===== src/rtl/mux_arb_pkg.sv =====
// Shared constants, FSM state type and grant encoder for the 4:1 mux arbiter.
package mux_arb_pkg;
   localparam int NREQ  = 4;
   localparam int SEL_W = 2;

   typedef enum logic {IDLE, GRANT} state_t;

   // One-hot grant to requester index; zero grant encodes to 0.
   function automatic logic [SEL_W-1:0] gnt2idx(input logic [NREQ-1:0] g);
      logic [SEL_W-1:0] r;
      r = '0;
      for (int i = 0; i < NREQ; i++)
         if (g[i]) r = i[SEL_W-1:0];
      return r;
   endfunction
endpackage


===== src/rtl/mux4_sel_dp.sv =====
// Combinational 4:1 data selector built from three 2:1 stages.
module mux4_sel_dp #(
   parameter int DW = 8
) (
   input  logic [1:0]    i_sel,
   input  logic [DW-1:0] i_d0,
   input  logic [DW-1:0] i_d1,
   input  logic [DW-1:0] i_d2,
   input  logic [DW-1:0] i_d3,
   output logic [DW-1:0] o_q
);
   logic [DW-1:0] w_lo;
   logic [DW-1:0] w_hi;

   assign w_lo = i_sel[0] ? i_d1 : i_d0;
   assign w_hi = i_sel[0] ? i_d3 : i_d2;
   assign o_q  = i_sel[1] ? w_hi : w_lo;
endmodule


===== src/rtl/mux4_rr_arbiter.sv =====
// Round-robin arbiter driving a shared 4:1 mux with registered valid/ready beats.
// Define MUXARB_FIXED_PRIO_EN for fixed priority (req[0] highest) without burst preemption.
module mux4_rr_arbiter
   import mux_arb_pkg::*;
#(
   parameter int DW       = 8,
   parameter int HOLD_MAX = 4
) (
   input  logic          clk,
   input  logic          rst,
   input  logic [3:0]    req,
   input  logic [DW-1:0] din0,
   input  logic [DW-1:0] din1,
   input  logic [DW-1:0] din2,
   input  logic [DW-1:0] din3,
   input  logic          ready,
   output logic [3:0]    gnt,
   output logic [1:0]    sel,
   output logic [DW-1:0] dout,
   output logic          dout_valid,
   output logic          busy
);
   state_t           r_state;
   logic [NREQ-1:0]  r_gnt;
   logic [SEL_W-1:0] r_sel;
   logic [SEL_W-1:0] r_ptr;
   logic [3:0]       r_cnt;
   logic [DW-1:0]    r_dout;
   logic             r_dout_valid;
   logic             r_busy;

   logic [DW-1:0]    w_mux;
   logic [NREQ-1:0]  w_pick;
   logic [SEL_W-1:0] w_base;
   logic             w_beat;
   logic             w_hit;
   logic             w_preempt;
   logic             w_release;

   mux4_sel_dp #(.DW(DW)) u_dp (
      .i_sel (r_sel),
      .i_d0  (din0),
      .i_d1  (din1),
      .i_d2  (din2),
      .i_d3  (din3),
      .o_q   (w_mux)
   );

`ifdef MUXARB_FIXED_PRIO_EN
   assign w_base    = '0;
   assign w_preempt = 1'b0;
`else
   logic w_others;
   assign w_base    = r_ptr;
   assign w_others  = |(req & ~r_gnt);
   assign w_preempt = w_hit & w_others;
`endif

   // First set request scanning upward from the base index with wrap.
   always_comb begin : p_pick
      logic [SEL_W-1:0] w_idx;
      logic             w_found;
      w_pick  = '0;
      w_idx   = '0;
      w_found = 1'b0;
      for (int i = 0; i < NREQ; i++) begin
         w_idx = w_base + i[SEL_W-1:0];
         if (!w_found && req[w_idx]) begin
            w_pick[w_idx] = 1'b1;
            w_found       = 1'b1;
         end
      end
   end

   assign w_beat    = (r_state == GRANT) & req[r_sel] & ready;
   // The beat that brings the count to HOLD_MAX is still delivered on that edge.
   assign w_hit     = w_beat & (({1'b0, r_cnt} + 5'd1) >= 5'(HOLD_MAX));
   assign w_release = ~req[r_sel] | w_preempt;

   always_ff @(posedge clk) begin
      if (rst) begin
         r_state      <= IDLE;
         r_gnt        <= '0;
         r_sel        <= '0;
         r_ptr        <= '0;
         r_cnt        <= '0;
         r_dout       <= '0;
         r_dout_valid <= 1'b0;
         r_busy       <= 1'b0;
      end else begin
         case (r_state)
            IDLE: begin
               r_dout_valid <= 1'b0;
               if (|req) begin
                  r_gnt   <= w_pick;
                  r_sel   <= gnt2idx(w_pick);
                  r_busy  <= 1'b1;
                  r_cnt   <= '0;
                  r_state <= GRANT;
               end else begin
                  r_gnt  <= '0;
                  r_sel  <= '0;
                  r_busy <= 1'b0;
               end
            end
            GRANT: begin
               r_dout_valid <= w_beat;
               if (w_beat) begin
                  r_dout <= w_mux;
                  r_cnt  <= w_hit ? 4'd0 : r_cnt + 4'd1;
               end
               if (w_release) begin
                  r_gnt   <= '0;
                  r_busy  <= 1'b0;
                  r_ptr   <= r_sel + SEL_W'(1);
                  r_state <= IDLE;
               end
            end
            default: r_state <= IDLE;
         endcase
      end
   end

   assign gnt        = r_gnt;
   assign sel        = r_sel;
   assign dout       = r_dout;
   assign dout_valid = r_dout_valid;
   assign busy       = r_busy;
endmodule


===== config.mk =====
export PLATFORM = sky130hd
export DESIGN_NAME = mux4_rr_arbiter
export DESIGN_NICKNAME = d
export VERILOG_FILES = /design/src/rtl/mux_arb_pkg.sv /design/src/rtl/mux4_sel_dp.sv /design/src/rtl/mux4_rr_arbiter.sv
export SDC_FILE = /design/constraint.sdc
export NUM_CORES = 1
export LEC_CHECK = 0
export ABC_AREA = 1
export ABC_CLOCK_PERIOD_IN_PS = 1700
export CAP_MARGIN = 20
export CORE_AREA = 2 2 53 92
export CTS_BUF_LIST = sky130_fd_sc_hd__clkbuf_16
export DETAILED_ROUTE_END_ITERATION = 16
export DIE_AREA = 0 0 55 94
export PLACE_DENSITY_LB_ADDON = 0.08
export SLEW_MARGIN = 20
export SYNTH_ARGS = -nofsm -noshare
export SYNTH_HDL_FRONTEND = slang
export SYNTH_HIERARCHICAL = 1
export SYNTH_SLANG_ARGS = --single-unit

===== constraint.sdc =====
create_clock -name clk -period 1.7 [get_ports clk]
set_input_delay 0.34 -clock clk [delete_from_list [all_inputs] [get_ports clk]]
set_output_delay 0.34 -clock clk [all_outputs]
set_load 0.005 [all_outputs]

After elaboration in Yosys (flattened, before gate mapping)
Index checks and enable logic that the tools add are counted.

Register bits after elaboration: 23. Word-level logic and storage cells: 99.

$lt $le $gt $ge: 10. Add/subtract/negate cells: 6. Bitwise operators: 12. Multiplexer cells: 45. Eq/ne operators: 3. Reductions and logical operators: 15.

Operators with widths (number): $mux 4 (9); $mux 8 (3); $mux 1 (16); $pmux 4 s2 (2); $lt 2x3->1 const B (5); $or 4x4->4 (3); $bmux 1 s2 (5); $demux 1 s2 (4); $ge 2x1->1 const B (4); $reduce_or 4->1 (2); $logic_and 1x1->1 (7); $mux 2 (3); $pmux 1 s2 (3); $reduce_and 2->1 (3); $add 4x1->5 const B (1); $ge 5x3->1 const B (1); $add 2x1->2 const B (2); $add 2x2->2 const B (2); $add 4x1->4 const B (1); $and 1x1->1 (4); $and 4x4->4 (1); $ne 2x1->1 const B (2); $not 4->4 (1); $logic_not 1->1 (3); 3 further kinds (4).

Depth between registers and ports, before layout
Gate-level depths: netlist of the first run.

Depth after elaboration: 16. Gate-level depth with buffers: 14. Gate-level depth less buffers: 13.

Hierarchy
The synthesis of the first run kept the hierarchy.

By module, submodules not included: mux4_rr_arbiter (seq. area each 460.4 µm², cells each 192, times used 1, area an instance 1416.4 µm²); mux4_sel_dp (seq. area each 0.0 µm², cells each 94, times used 1, area an instance 395.4 µm²).

Worst setup path after synthesis of the first run
Ideal clock, no wire load.

Path kind: register -> register. Start: register r_ptr[1]. End: register r_sel[1], in the netlist sel[1]. Slack: -0.104 ns. Period minus slack after synthesis: 1.804 ns. Setup time: 0.110 ns. Arrival: 1.695 ns. Cell stages (with the launch flop): 14. Path through: dfxtp_1 > inv_1 > ha_1 > inv_1 > nand3_1 > nand2_1 > nand2_4 > nor2_4 > a21oi_1 > nand2_1 > nand2_1 > nand3_1 > nand2_1 > inv_1.

Cells in the longest elaborated chain, start to end: 15.

Ends and longest elaborated chain: from (decl) (RTL line mux4_rr_arbiter.sv:26) `logic [SEL_W-1:0] r_ptr;`; from (signal assigned) (RTL line mux4_rr_arbiter.sv:115) `r_ptr <= r_sel + SEL_W'(1);`; branches (longest 11 deep; another with $lt 2x3->1); $mux 4 * (RTL line mux4_rr_arbiter.sv:68) `if (!w_found && req[w_idx]) begin`; $mux 2 (RTL line mux_arb_pkg.sv:13) `if (g[i]) r = i[SEL_W-1:0];`; $mux 2 * (RTL line mux_arb_pkg.sv:13); $mux 2 * (RTL line mux4_rr_arbiter.sv:94) `if (|req) begin`; to (signal assigned) (RTL line mux4_rr_arbiter.sv:96) `r_sel <= gnt2idx(w_pick);`; to (decl) (RTL line mux4_rr_arbiter.sv:25) `logic [SEL_W-1:0] r_sel;`.

Every way passes the cells marked *. The select of a mux whose other input is x is not followed. A chain may end at the register's enable or synchronous reset.

Worst setup path after layout of the first run
Start: register r_cnt[0]. End: register r_gnt[1], in the netlist gnt[1].

Cells in the longest elaborated chain, start to end: 6.

Ends and longest elaborated chain: from (decl) (RTL line mux4_rr_arbiter.sv:27) `logic [3:0] r_cnt;`; from (signal assigned) (RTL line mux4_rr_arbiter.sv:110) `r_cnt <= w_hit ? 4'd0 : r_cnt + 4'd1;`; $add 4x1->5 (RTL line mux4_rr_arbiter.sv:77) `assign w_hit = w_beat & (({1'b0, r_cnt} + 5'd1) >= 5'(HOLD_MAX));`; $ge 5x3->1 (RTL line mux4_rr_arbiter.sv:77); $and 1x1->1 (RTL line mux4_rr_arbiter.sv:77); $and 1x1->1 (RTL line mux4_rr_arbiter.sv:56) `assign w_preempt = w_hit & w_others;`; $or 1x1->1 (RTL line mux4_rr_arbiter.sv:78) `assign w_release = ~req[r_sel] | w_preempt;`; $ne 2x1->1 (no line); to (signal assigned) (RTL line mux4_rr_arbiter.sv:95) `r_gnt <= w_pick;`; to (decl) (RTL line mux4_rr_arbiter.sv:24) `logic [NREQ-1:0] r_gnt;`.

No other way between the ends.

==> reports/results.tsv, run 1 <==
stage	metric	value	unit
synth	Yosys warnings	6	
floorplanning	count of boundary I/O pins	55	
routing	Avg WL per Cell	11.8	um
worst_setup_path	crit path from	r_cnt[0]	
synth	Syn Area/Cell	6.33	um^2
sta	unrepaired setup endpoints after global routing	no	
clocking	clk slew on worst S/H paths	0.06	ns
routing	first-pass iteration count of the detailed router	4	
synth	Yosys cell types	29	
synth	Syn Inst Count	286	
floorplanning	Initial Util	41.1	%
finish	nets@finish	405	
sta	Slew @ Worst Pin	0.312	ns
worst_setup_path	worst r2r src	r_cnt[0]	
finish	antenna fix cells	0	
finish	Finished Cell Area	0.00263	mm^2
synth	flops & latches, synth	23	
worst_setup_path	Worst Setup Path Type	register to register	
power_and_ir_drop	LEAKAGE	1.32	nW
global_routing	first-pass GRT wire length	7.76	mm
routing	drt drc	0	
sta	Hold Slack	0.445	ns
clocking	worst skew pair latency	0.25	ns
routing	Antenna Nets Post-Route	0	
floorplanning	die footprint	0.00517	mm^2
synth	area leader, netlist	dfxtp_1	
sta	period utilisation layout	97.6	%
clocking	Clock Path Buffers	2	
sta	final setup vio count	0	
power_and_ir_drop	Design Power	0.00294	W
floorplanning	die width	55	um
worst_setup_path	CP Capture Type	register	
routing	vias per cell	4.77	
sta	final clock skew	0.00261	ns
worst_setup_path	max incr delay on CP	0.36	ns
worst_setup_path	worst-case reg-to-reg path depth	6	
placement	pre-CTS setup slack	-0.332	ns
clocking	clock buffer count from CTS	3	
clocking	total clock sinks	23	
sta	final worst setup slack	0.0411	ns
worst_setup_path	R2R Path End	gnt[1]	
sta	Max Slew Vio Count	0	
sta	Final Hold Viols	0	
clocking	hold_buf cts	0	
clocking	CTS tree	done	
clocking	CTS root buf	clkbuf_16	
global_routing	initial antenna violation count	0	
routing	vias after detailed routing	1945	
global_routing	total grt overflow	0	
worst_setup_path	CP max FO	5	
global_routing	vias in the first global route	1838	
global_routing	largest net degree at the start of global routing	18	
global_routing	GR Util All Layers	20.1	%
power_and_ir_drop	P per Cell Area	1120	mW/mm^2
sta	Fmax	603	MHz
finish	area delta synth->final	45.2	%
worst_setup_path	Critical Path End	gnt[1]	
finish	share of cells above drive strength 1	17.6	%
floorplanning	Rows	32	
worst_setup_path	Slowest cell on crit path	a211o_1	
worst_setup_path	Req. time, crit path	1.87	ns
worst_setup_path	worst path cell trace	ha_1 > a211o_1 > o211ai_4 > buf_4 > nand3_1 > a21oi_2	
sta	min Tclk post-route	1.66	ns
routing	Post-Route WL	4.80	mm
synth	Post-Syn Nets	333	
worst_setup_path	CP Launch Type	register	
run_status	status	finished, final reports clean	
synth	Synth top area share	25.4	%
job	max capacitance violation total	0	
min_path	worst hold path class	register to register	
power_and_ir_drop	Peak VDD IR	0.000849	V
routing	DRT iter0 DRCs	32	
synth	synthesized cell area	0.00181	mm^2
sta	Slew headroom	79.0	%
floorplanning	CORE AREA	0.00440	mm^2
synth	sequential share of the synthesized area	25.4	%
floorplanning	die span in y	94	um
placement	IO Port Bufs	54	
worst_setup_path	FF-to-FF setup slack	0.04	ns
clocking	Max H-tree Level	1	
placement	final RePlAce weighted congestion	0.960	
placement	dpl hpwl	4.00	mm
placement	placed instance area	0.00253	mm^2
worst_setup_path	Arr. time, crit path	1.83	ns
synth	Area contributors post-synth	dfxtp_1 (25%), nand2_1 (18%), nand3_1 (12%)	
where the power goes:
part	total (W)	switching [W]	internal (W)
clock	0.000495	0.000179	0.000316
sequential	0.000738	0.0000955	0.000642
combinational	0.00171	0.000953	0.000759
area by class of cell:
cell class                 count  area [um^2]
tap                           51         63.8
inverter                      50          195
sequential                    23          467
fill                         444         1770
multi-input combinational    204         1120
timing repair buffer          76          701
clock inverter                 1         5.00
clock buffer                   3         75.1
flip-flops by register name (all words and copies together), names as in the netlist:
| signal | cells |
|---|---|
| dout | 8 |
| dout_valid | 1 |
| sel | 2 |
| r_ptr | 2 |
| r_cnt | 4 |
| busy | 1 |
| gnt | 4 |
| r_state | 1 |
timing repair:
| item | CTS | global route |
|---|---|---|
| resized for setup | 5 | 11 |
| setup buffers | 0 | 0 |
| endpoints found under the setup margin | 3 | 7 |
| pin swaps | 0 | 6 |
per-layer routing:
layer	global-route usage (%)	share of wire, %	up-vias
met4	11.8	3.8	0
met2	37.3	54	60
li1	-	-	1035
met5	0	0	-
met1	19.3	35	836
met3	2.71	7.2	14
cell usage in the layout, fill, tap and decap left out, types with 2 or more instances in the layout:
| master | n |
|---|---|
| dfxtp_1 | 20 |
| nand2_4 | 4 |
| nand2_1 | 82 |
| nand2_2 | 8 |
| nand3_4 | 2 |
| inv_2 | 4 |
| ha_1 | 7 |
| clkbuf_16 | 3 |
| clkdlybuf4s50_1 | 50 |
| o22ai_1 | 2 |
| nor2_1 | 23 |
| dlygate4sd2_1 | 4 |
| o21ai_0 | 8 |
| nand3_1 | 41 |
| dfxtp_2 | 2 |
| a21oi_2 | 2 |
| a21oi_1 | 9 |
| nor2_4 | 3 |
| inv_1 | 44 |
| buf_4 | 22 |
| nand3_2 | 4 |
cells in the mapped netlist:
master / instances
xnor2_1: 1
nor2_2: 1
nor2_4: 3
buf_4: 1
nand3_1: 42
o211ai_4: 1
a211o_1: 1
nand3_4: 2
nor2_8: 1
dfxtp_1: 23
o41ai_1: 1
a21oi_1: 11
o21ai_0: 8
inv_4: 1
inv_2: 2
o22ai_1: 2
clkbuf_1: 2
a211oi_2: 1
nand2_2: 3
nand4_1: 1
nand2_4: 4
ha_1: 8
nand2_1: 87
buf_2: 2
inv_1: 46
buf_6: 4
nor2_1: 23
inv_6: 1
nand3_2: 3
stage by stage:
stage               TNS [ns]  std cells  util, %
floorplan                  0        286        -
global placement       -4.46        404     57.4
detailed placement     -4.58        404     57.4
CTS                        0        408     59.1
global route               0        408     59.7
finish                     0        408     59.7
kinds of logic (layout without fill, tap and decap cells):
kind of cell | count (synthesis) | after routing | share of synthesized area, %
DFF | 23 | 23 | 25.4
buffers and inverters | 59 | 130 | 14.6
and+or+nand+nor | 170 | 170 | 45.2
AOI/OAI and AO/OA | 25 | 25 | 8.77
adders and majority gates | 8 | 8 | 5.53
xor gates and xnor gates | 1 | 1 | 0.484
worst max-delay path, delay by kind of cell (launching register included):
family / cells / cell delay (ns)
AND/OR/NAND/NOR: 1 / 0.14
adder cells (fa/ha/maj): 1 / 0.22
buffers and inverters: 1 / 0.16
AO/OA/AOI/OAI: 3 / 0.70
flip-flops: 1 / 0.35
worst min-delay path by stage:
stage                    end  startpoint  slack [ns]  cells after the start
detailed placement  r_cnt[3]    r_cnt[3]        0.44                      2
global route        r_cnt[3]    r_cnt[3]        0.47                      2
floorplan             gnt[0]         rst        0.41                      1
finish              r_cnt[3]    r_cnt[3]        0.44                      2
global placement    r_cnt[3]    r_cnt[3]        0.43                      2
CTS                 r_cnt[3]    r_cnt[3]        0.45                      2
No activity file was read; power rests on OpenSTA's default activity.
==> inputs of run 2 (changes only) <==
Settings changed: PLACE_DENSITY set to 0.74, PLACE_DENSITY_LB_ADDON 0.08 to unset, SETUP_SLACK_MARGIN set to 0.1.
==> run 2 against run 1 <==
Sequential power is 1% higher. Final cell count is 0.25% higher. Worst setup slack better by 0.016 ns. Largest power group unchanged. Maximum frequency is 0.99% higher. Die area stayed put. First-iteration DRC count is 6.3% lower. Clock skew is 0.0023 ns higher. Critical endpoint is now gnt[2]. Via count is 0.87% higher. Flip-flop and latch count stayed put. Critical path type unchanged. Routed wire length is 3.4% higher. Global-route usage is 0.24 points higher.
==> reports/results.tsv, run 2 (synthesis gave the netlist of run 1 again) <==
stage	metric	value	unit
run_status	status	finished, final reports clean	
worst_setup_path	worst-case reg-to-reg path depth	12	
worst_setup_path	CP Launch Type	register	
routing	Antenna Nets Post-Route	0	
global_routing	total grt overflow	0	
routing	Avg WL per Cell	12.1	um
placement	dpl hpwl	3.91	mm
finish	area delta synth->final	48.6	%
global_routing	initial antenna violation count	0	
sta	unrepaired setup endpoints after global routing	yes	
min_path	worst hold path class	register to register	
power_and_ir_drop	LEAKAGE	1.35	nW
finish	max reg flops	8	
floorplanning	die footprint	0.00517	mm^2
clocking	Clock Path Buffers	2	
worst_setup_path	Worst Setup Path Type	register to register	
floorplanning	count of boundary I/O pins	55	
worst_setup_path	CP Capture Type	register	
global_routing	GR Util All Layers	20.3	%
min_path	hold path depth	2	
sta	Hold Slack	0.450	ns
worst_setup_path	Arr. time, crit path	1.84	ns
floorplanning	CORE AREA	0.00440	mm^2
sta	Slew @ Worst Pin	0.325	ns
placement	final RePlAce weighted congestion	0.881	
sta	Max Slew Vio Count	0	
routing	Post-Route WL	4.96	mm
worst_setup_path	Slowest cell on crit path	dfxtp_4	
finish	filler cell count	413	
finish	nets@finish	406	
global_routing	largest net degree at the start of global routing	18	
floorplanning	Initial Util	41.1	%
floorplanning	Rows	32	
placement	IO Port Bufs	54	
finish	share of cells above drive strength 1	21.2	%
clocking	hold_buf cts	0	
sta	final setup vio count	0	
power_and_ir_drop	P per Cell Area	1130	mW/mm^2
clocking	clk slew on worst S/H paths	0.06	ns
sta	Fmax	609	MHz
finish	most common cell after layout, fill and taps aside	nand2_1	
clocking	CTS tree	done	
routing	drt drc	0	
global_routing	first-pass GRT wire length	7.93	mm
power_and_ir_drop	Peak VDD IR	0.000746	V
sta	final clock skew	0.00493	ns
job	max capacitance violation total	0	
sta	period utilisation layout	96.6	%
sta	Final Hold Viols	0	
finish	antenna fix cells	0	
worst_setup_path	CP most frequent cell	nand2_2	
finish	commonest non-fill, non-tap cells in the layout	nand2_1 (78), clkdlybuf4s50_1 (50), inv_1 (45), nand3_1 (36), nor2_1 (23)	
floorplanning	die width	55	um
clocking	worst skew pair latency	0.26	ns
routing	first-pass iteration count of the detailed router	4	
sta	min Tclk post-route	1.64	ns
clocking	total clock sinks	23	
clocking	clock buffer count from CTS	3	
sta	final setup TNS	0	ns
worst_setup_path	Req. time, crit path	1.89	ns
routing	vias after detailed routing	1962	
worst_setup_path	CP max FO	4	
clocking	Max H-tree Level	1	
routing	DRT iter0 DRCs	30	
global_routing	vias in the first global route	2011	
floorplanning	die span in y	94	um
clocking	CTS root buf	clkbuf_16	
worst_setup_path	max incr delay on CP	0.37	ns
sta	Slew headroom	78.0	%
worst_setup_path	worst path cell trace	inv_8 > ha_4 > inv_4 > nand3_2 > nand2_2 > nand2_4 > nor2_4 > a21oi_2 > nand2_2 > nand2_2 > buf_6 > a21oi_2	
routing	vias per cell	4.80	
-- run 2: where the power goes --
part | internal [W] | total [W] | switching (W)
Sequential | 0.000645 | 0.000747 | 0.000103
Clock | 0.000314 | 0.000498 | 0.000184
Combinational | 0.000804 | 0.00181 | 0.00100
-- run 2: per-stage QoR --
stage | worst slack (ns) | cells | cell area, um^2 | power [W] | util (%)
finish | 0.0573 | 409 | 2690 | 0.00305 | 61.1
global placement | -0.281 | 404 | 2540 | 0.00242 | 57.6
detailed placement | -0.298 | 404 | 2540 | 0.00244 | 57.6
floorplan | 0.0940 | 286 | 1840 | 0.00187 | -
global route | -0.0282 | 409 | 2690 | 0.00330 | 61.1
CTS | 0.0555 | 408 | 2620 | 0.00295 | 59.5
-- run 2: area by class of cell --
| cell class | count | area [um^2] | share of cell area (%) |
|---|---|---|---|
| clock buffer | 3 | 75.1 | 2.79 |
| inverter | 50 | 200 | 7.43 |
| sequential | 23 | 468 | 17.4 |
| tap | 51 | 63.8 | 2.37 |
| timing repair buffer | 77 | 712 | 26.4 |
| multi-input combinational | 204 | 1170 | 43.4 |
| clock inverter | 1 | 3.75 | 0.139 |
-- run 2: repair_timing --
action	in CTS	in global routing
gates cloned	0	0
buffers inserted	0	1
gates resized for setup	8	19
endpoints found under the setup margin	11	9
pin swaps	2	12
-- run 2: worst paths after layout --
| kind | start | endpoint | slack, ns |
|---|---|---|---|
| hold / removal | r_cnt[3] | r_cnt[3] | 0.45 |
| setup reg to reg | r_ptr[0] | gnt[2] | 0.06 |
| setup / recovery | r_ptr[0] | gnt[2] | 0.06 |
| hold reg to reg | r_cnt[3] | r_cnt[3] | 0.45 |
-- run 2: worst max-delay path: cells and delay by family (launching register included) --
family,cells,cell delay [ns]
compound gates,2,0.17
simple gates,6,0.56
flops,1,0.37
buf+inv,3,0.21
fa+ha+maj,1,0.26
-- run 2: routing by layer --
layer / GRT usage, % / share of wire (%)
met3: 2.23 / 6.7
met2: 38.5 / 53
met4: 14.0 / 4.1
met1: 18.1 / 36
met5: 0 / 0
